--- config.mk ---
export PLATFORM = sky130hd
export DESIGN_NAME = pulse_encoder
export DESIGN_NICKNAME = d
export VERILOG_FILES = /design/src/rtl/pulse_encoder_pkg.sv /design/src/rtl/pulse_timer.sv /design/src/rtl/pulse_encoder.sv
export SDC_FILE = /design/constraint.sdc
export NUM_CORES = 1
export LEC_CHECK = 0
export ABC_AREA = 1
export CAP_MARGIN = 40
export CORE_AREA = 4 4 51 53
export CTS_CLUSTER_SIZE = 28
export DETAILED_ROUTE_END_ITERATION = 10
export DIE_AREA = 0 0 55 57
export GPL_ROUTABILITY_DRIVEN = 1
export HOLD_SLACK_MARGIN = 0.1
export PLACE_DENSITY = 0.7
export SLEW_MARGIN = 20
export SYNTH_ARGS = -nofsm -noshare
export SYNTH_HDL_FRONTEND = slang
export SYNTH_SLANG_ARGS = --single-unit
--- constraint.sdc ---
create_clock -name clock -period 2.55 [get_ports clock]
set_input_delay 0.255 -clock clock [delete_from_list [all_inputs] [get_ports clock]]
set_output_delay 0.255 -clock clock [all_outputs]
set_load 0.1 [all_outputs]
--- src/rtl/pulse_encoder_pkg.sv ---
// pulse_encoder_pkg
//   Shared definitions for the optical-link pulse encoder: link-wide timing
//   defaults (kept in step with the receive-side decoder), the encoder state
//   encoding, and a helper that turns a low-interval length into a timer load.
//   Optional feature macro used by the encoder: ENCODER_BUF_EN.

`ifndef PACKET_SIZE
`define PACKET_SIZE 8
`endif
`ifndef COUNTER_SIZE
`define COUNTER_SIZE 4
`endif
`ifndef INTERVAL_LOW
`define INTERVAL_LOW 2
`endif
`ifndef INTERVAL_HIGH
`define INTERVAL_HIGH 5
`endif
`ifndef GUARD_INTERVAL
`define GUARD_INTERVAL 8
`endif

package pulse_encoder_pkg;

  typedef enum logic [1:0] {
    ST_IDLE  = 2'b00,
    ST_PULSE = 2'b01,
    ST_GAP   = 2'b10,
    ST_GUARD = 2'b11
  } enc_state_t;

  // The timer reports zero on the last low cycle of an interval, so an
  // interval of N low cycles is loaded as N-1.
  function automatic int interval_load(input int cycles);
    return cycles - 1;
  endfunction

endpackage

--- src/rtl/pulse_timer.sv ---
// pulse_timer
//   Loadable down-counter shared by the gap and guard intervals. A load
//   strobe takes priority; otherwise the count decrements toward zero and
//   holds there (never wraps).
// Ports:
//   clock  in   system clock, posedge
//   reset  in   synchronous, active-high; clears the count
//   load   in   load strobe
//   value  in   WIDTH-bit load value
//   zero   out  1 when the count is zero

module pulse_timer
  import pulse_encoder_pkg::*;
#(
  parameter int WIDTH = `COUNTER_SIZE
) (
  input  logic             clock,
  input  logic             reset,
  input  logic             load,
  input  logic [WIDTH-1:0] value,
  output logic             zero
);

  logic [WIDTH-1:0] count;

  // Down-counter with load priority and saturation at zero.
  always_ff @(posedge clock) begin
    if (reset) begin
      count <= {WIDTH{1'b0}};
    end else if (load) begin
      count <= value;
    end else if (count != {WIDTH{1'b0}}) begin
      count <= count - {{(WIDTH-1){1'b0}}, 1'b1};
    end else begin
      count <= count;
    end
  end

  assign zero = (count == {WIDTH{1'b0}});

endmodule

--- src/rtl/pulse_encoder.sv ---
// pulse_encoder
//   Transmit-side optical-link encoder. An accepted packet is sent as a start
//   pulse followed by one single-cycle pulse per bit, LSB first; the number of
//   low cycles before each bit's pulse encodes the bit (INTERVAL_HIGH for 1,
//   INTERVAL_LOW for 0). After the last pulse a guard interval of low cycles
//   runs, then done strobes for one cycle.
// Optional feature: define ENCODER_BUF_EN to add a one-entry holding buffer so
//   a second packet can be queued while one is being transmitted.
// Ports:
//   clock   in   system clock, posedge
//   reset   in   synchronous, active-high
//   data    in   PACKET_SIZE-bit packet, sampled on accept
//   send    in   request; accepted when send=1 and ready=1
//   ready   out  registered; a packet can be accepted this cycle
//   signal  out  registered LED drive; 1 = pulse
//   done    out  registered; 1-cycle strobe when the guard interval completes

module pulse_encoder
  import pulse_encoder_pkg::*;
#(
  parameter int PACKET_SIZE    = `PACKET_SIZE,
  parameter int COUNTER_SIZE   = `COUNTER_SIZE,
  parameter int INTERVAL_LOW   = `INTERVAL_LOW,
  parameter int INTERVAL_HIGH  = `INTERVAL_HIGH,
  parameter int GUARD_INTERVAL = `GUARD_INTERVAL
) (
  input  logic                   clock,
  input  logic                   reset,
  input  logic [PACKET_SIZE-1:0] data,
  input  logic                   send,
  output logic                   ready,
  output logic                   signal,
  output logic                   done
);

  localparam int IDX_W = $clog2(PACKET_SIZE + 1);
  localparam logic [COUNTER_SIZE-1:0] LOAD_LOW   = COUNTER_SIZE'(interval_load(INTERVAL_LOW));
  localparam logic [COUNTER_SIZE-1:0] LOAD_HIGH  = COUNTER_SIZE'(interval_load(INTERVAL_HIGH));
  localparam logic [COUNTER_SIZE-1:0] LOAD_GUARD = COUNTER_SIZE'(interval_load(GUARD_INTERVAL));

  enc_state_t              state;
  logic [PACKET_SIZE-1:0]  shift;
  // Pulses still owed after the current one; 0 while in the last pulse.
  logic [IDX_W-1:0]        bits_left;

  logic                    timer_load;
  logic [COUNTER_SIZE-1:0] timer_value;
  logic                    timer_zero;

  logic                    accept;
  logic                    guard_end;
  logic                    start;
  logic [PACKET_SIZE-1:0]  start_data;

`ifdef ENCODER_BUF_EN
  logic [PACKET_SIZE-1:0]  hold_data;
  logic                    hold_valid;
  logic                    queue;
  logic                    pop;
`endif

  pulse_timer #(
    .WIDTH (COUNTER_SIZE)
  ) u_timer (
    .clock (clock),
    .reset (reset),
    .load  (timer_load),
    .value (timer_value),
    .zero  (timer_zero)
  );

  // Every pulse cycle arms the timer: the gap for the next bit, or the guard after the last pulse.
  always_comb begin
    timer_load  = 1'b0;
    timer_value = LOAD_GUARD;
    if (state == ST_PULSE) begin
      timer_load = 1'b1;
      if (bits_left == {IDX_W{1'b0}}) begin
        timer_value = LOAD_GUARD;
      end else if (shift[0]) begin
        timer_value = LOAD_HIGH;
      end else begin
        timer_value = LOAD_LOW;
      end
    end else begin
      timer_load = 1'b0;
    end
  end

  // Decide whether a packet starts this cycle and where its data comes from.
  always_comb begin
    accept    = send & ready;
    guard_end = (state == ST_GUARD) & timer_zero;
`ifdef ENCODER_BUF_EN
    // A queued packet leaves the buffer the moment the guard ends; a fresh
    // accept starts directly when the encoder is (or is just becoming) free.
    pop        = guard_end & hold_valid;
    start      = pop | (accept & ((state == ST_IDLE) | (guard_end & ~hold_valid)));
    queue      = accept & ~start;
    start_data = pop ? hold_data : data;
`else
    start      = accept & (state == ST_IDLE);
    start_data = data;
`endif
  end

  // Encoder state machine with registered LED drive, ready and done.
  always_ff @(posedge clock) begin
    if (reset) begin
      state     <= ST_IDLE;
      shift     <= {PACKET_SIZE{1'b0}};
      bits_left <= {IDX_W{1'b0}};
      signal    <= 1'b0;
      ready     <= 1'b1;
      done      <= 1'b0;
    end else begin
      signal <= start | ((state == ST_GAP) & timer_zero);
      done   <= guard_end;

      case (state)
        ST_IDLE: begin
          state <= ST_IDLE;
        end
        ST_PULSE: begin
          if (bits_left == {IDX_W{1'b0}}) begin
            state <= ST_GUARD;
          end else begin
            state <= ST_GAP;
          end
        end
        ST_GAP: begin
          if (timer_zero) begin
            shift     <= shift >> 1'b1;
            bits_left <= bits_left - IDX_W'(1);
            state     <= ST_PULSE;
          end else begin
            state <= ST_GAP;
          end
        end
        ST_GUARD: begin
          if (timer_zero) begin
            state <= ST_IDLE;
          end else begin
            state <= ST_GUARD;
          end
        end
        default: begin
          state <= ST_IDLE;
        end
      endcase

      // A new packet overrides the IDLE/GUARD exit decided above.
      if (start) begin
        shift     <= start_data;
        bits_left <= IDX_W'(PACKET_SIZE);
        state     <= ST_PULSE;
      end

`ifdef ENCODER_BUF_EN
      ready <= ~((hold_valid & ~pop) | queue);
`else
      if (start) begin
        ready <= 1'b0;
      end else if (guard_end) begin
        ready <= 1'b1;
      end else begin
        ready <= ready;
      end
`endif
    end
  end

`ifdef ENCODER_BUF_EN
  // One-entry holding buffer for a packet accepted while busy.
  always_ff @(posedge clock) begin
    if (reset) begin
      hold_valid <= 1'b0;
      hold_data  <= {PACKET_SIZE{1'b0}};
    end else if (pop) begin
      hold_valid <= 1'b0;
    end else if (queue) begin
      hold_valid <= 1'b1;
      hold_data  <= data;
    end else begin
      hold_valid <= hold_valid;
    end
  end
`endif

endmodule
==> flow_summary_export.csv <==
group,metric,value,unit
synth,ys.warnings.count,0,
cells_and_area,final_nets,169,
synth,yosys_register_bits,21,
synth,synth.distinct_cells,24,
timing,min_period_over_period,55.3,%
floorplanning,die_h,57,um
synth,avgSynthCellArea,7.29,sq um
synth,synthTopCellsByCount,"nand2_1, dfxtp_1, inv_1, nor2_1",
global_routing,grt-ovfl-total,0,
clock_tree,cts-htree-levels,1,
cells_and_area,antennaDiodeCount,0,
floorplanning,fp.dieW,55,um
synth,synth_most_common_cell,"nand2_1",
cells_and_area,fill_cells,209,
worst_setup_path,path_buf_inv,1,
timing,setup_viol,0,
worst_setup_path,worstPathArrival,1640,ps
hold_path,hp-class,"reg2reg",
timing,finalHoldViolCount,0,
clock_tree,cts.clk_slew.worst_paths,120,ps
synth,yosysTopAreaCellShare,40.9,%
worst_setup_path,critPathMaxStageDelay,440,ps
clock_tree,cts-resized-gates,0,
cells_and_area,fin_area,1200,sq um
clock_tree,clockBufferDepth,2,
global_routing,grt_pass1_wl,3350,um
status,status,"complete, no violations",
timing,slew_headroom,48.5,%
worst_setup_path,endpoint_kind,"flip-flop",
global_routing,grt_max_degree,18,
global_routing,antenna_found_initial,0,
clock_tree,clock_latency,300,ps
drt,firstDrtPassIters,5,
worst_setup_path,start_kind,"flip-flop",
worst_setup_path,worstPathCellList,"nor2_1 > nand2_2 > inv_2 > nor2_8 > nand2_1 > a21oi_2",
drt,routedWlPerCell,9.85,um
synth,synth.net_count,154,
timing,skew,8.62,ps
synth,synth_area,1030,sq um
pwr,powerDensity,1010,nW/um^2
place,dp_hpwl,1370,um
timing,finalCriticalPeriod,1410,ps
place,place.gp.congestion,0.719,
place,placedInstanceArea,1170,sq um
global_routing,grt_usage,14.3,%
floorplanning,dieArea,3140,sq um
clock_tree,clk_root_buffer_cell,"clkbuf_4",
clock_tree,cts_tree,"built",
timing,fin_tns_setup,0,ps
place,port_buffers,13,
synth,synthCells,141,
global_routing,grt_pass1_vias,831,
worst_setup_path,path_max_fanout,11,
clock_tree,cts.sinks,21,
synth,synth.area.top_cells,"dfxtp_1, nand2_1, a21oi_2",
clock_tree,post_cts_buffers,0,
cells_and_area,areaGrowthSynthToFinish,16.4,%
synth,synth_top_cell_by_area,"dfxtp_1",
cells_and_area,drive_above_1_share,15.5,%
pwr,power_leakage,0.526,nW
synth,synth_edf_count,0,
worst_setup_path,path_delay_family,"simple AND/OR/NAND/NOR gates",
drt,initialDrtViolationCount,15,
floorplanning,placementRows,17,
timing,rsz0062_at_grt,"no",
flow_run,drv_cap,0,
timing,worstMarginPinSlew,770,ps
synth,async_flop_share,0,%
drt,detail-route-antenna-nets,0,
drt,via_per_inst,4.82,
worst_setup_path,critPathSlowestCell,"dfxtp_1",
synth,ys_seq_area_share,40.9,%
drt,dr_total_vias,882,
worst_setup_path,path_class,"reg2reg",
floorplanning,initial_utilization,47.8,%
clock_tree,cts_hold_buf,0,
floorplanning,pin_count,14,
synth,ys.flop_type,"dfxtp_1",
floorplanning,coreArea,2150,sq um
worst_setup_path,worstPathRequired,2780,ps
clock_tree,cts_buffers,3,
timing,slew_violations,0,
drt,drc,0,
timing,max_freq,709,MHz
pwr,vdd.ir_drop.worst,488,uV
timing,hold_slack,467,ps
drt,wirelength,1800,um
## stage by stage
step | power [mW] | cells | setup slack, ps | utilization (%)
4_1_cts | 1.22 | 183 | 1130 | 55.7
5_1_grt | 1.31 | 183 | 1000 | 55.7
3_3_place_gp | 1.05 | 179 | 895 | 54.4
3_5_place_dp | 1.06 | 179 | 852 | 54.4
6_report | 1.20 | 183 | 1140 | 55.7
2_1_floorplan | 0.953 | 141 | 866 | -
## worst register-to-register path, delay by kind of cell, from the launching register on
kind	cells	cell delay (ps)
simple gates	4	590
compound gates	1	130
buf+inv	1	170
flops	1	440
## worst paths after layout
kind         depth (start not counted)  endpoint  slack, ps      from
min reg2reg                          2  shift[7]        470  shift[7]
max                                  6  shift[6]       1140  state[1]
max reg2reg                          6  shift[6]       1140  state[1]
min                                  2  shift[7]        470  shift[7]
## cell usage in the layout (no fill, tap or decap), types with 3 or more instances in the layout
| master | count |
|---|---|
| nand2_1 | 47 |
| dfxtp_1 | 21 |
| inv_1 | 13 |
| nor2_1 | 10 |
| clkdlybuf4s50_1 | 10 |
| nand3_1 | 8 |
| a21oi_1 | 8 |
| a21oi_2 | 7 |
| nor3_1 | 4 |
| nand2_2 | 3 |
| clkbuf_4 | 3 |
| buf_4 | 3 |
## flip-flops by register name (all words and copies together), names as in the netlist
register       flops
shift              8
u_timer.count      4
bits_left          4
done               1
ready              1
state              2
signal             1
## kinds of logic after synthesis
kind of cell,share of synthesized area (%)
XOR/XNOR,0.853
adder cells (fa/ha/maj),2.44
flip-flops,40.9
AO/OA/AOI/OAI,13.2
buffers and inverters,7.31
AND/OR/NAND/NOR,35.3
## routing by layer
layer	vias up	global-route usage [%]	routed length [um]	part of all wire [%]
li1	477	-	-	-
met1	389	18.3	853	47
met2	14	23.0	853	47
met3	2	2.61	78	4.3
met4	0	6.25	18	1.0
met5	-	0	0	0
## cell type report
type                       count  area [sq um]  share of cell area [%]
clock inverter                 1          5.00                   0.418
inverter                      15          58.8                    4.92
multi-input combinational    102           532                    44.5
sequential                    21           420                    35.1
tap                           28          35.0                    2.93
clock buffer                   3          22.5                    1.88
timing repair buffer          13           123                    10.3
## where the power goes
| part | internal [mW] | leakage [nW] | switching [mW] | total (mW) |
|---|---|---|---|---|
| Combinational | 0.195 | 0.337 | 0.399 | 0.593 |
| Sequential | 0.405 | 0.172 | 0.0464 | 0.452 |
| Clock | 0.0584 | 0.0177 | 0.101 | 0.160 |
Note: power is estimated with default switching activity, not from simulation.
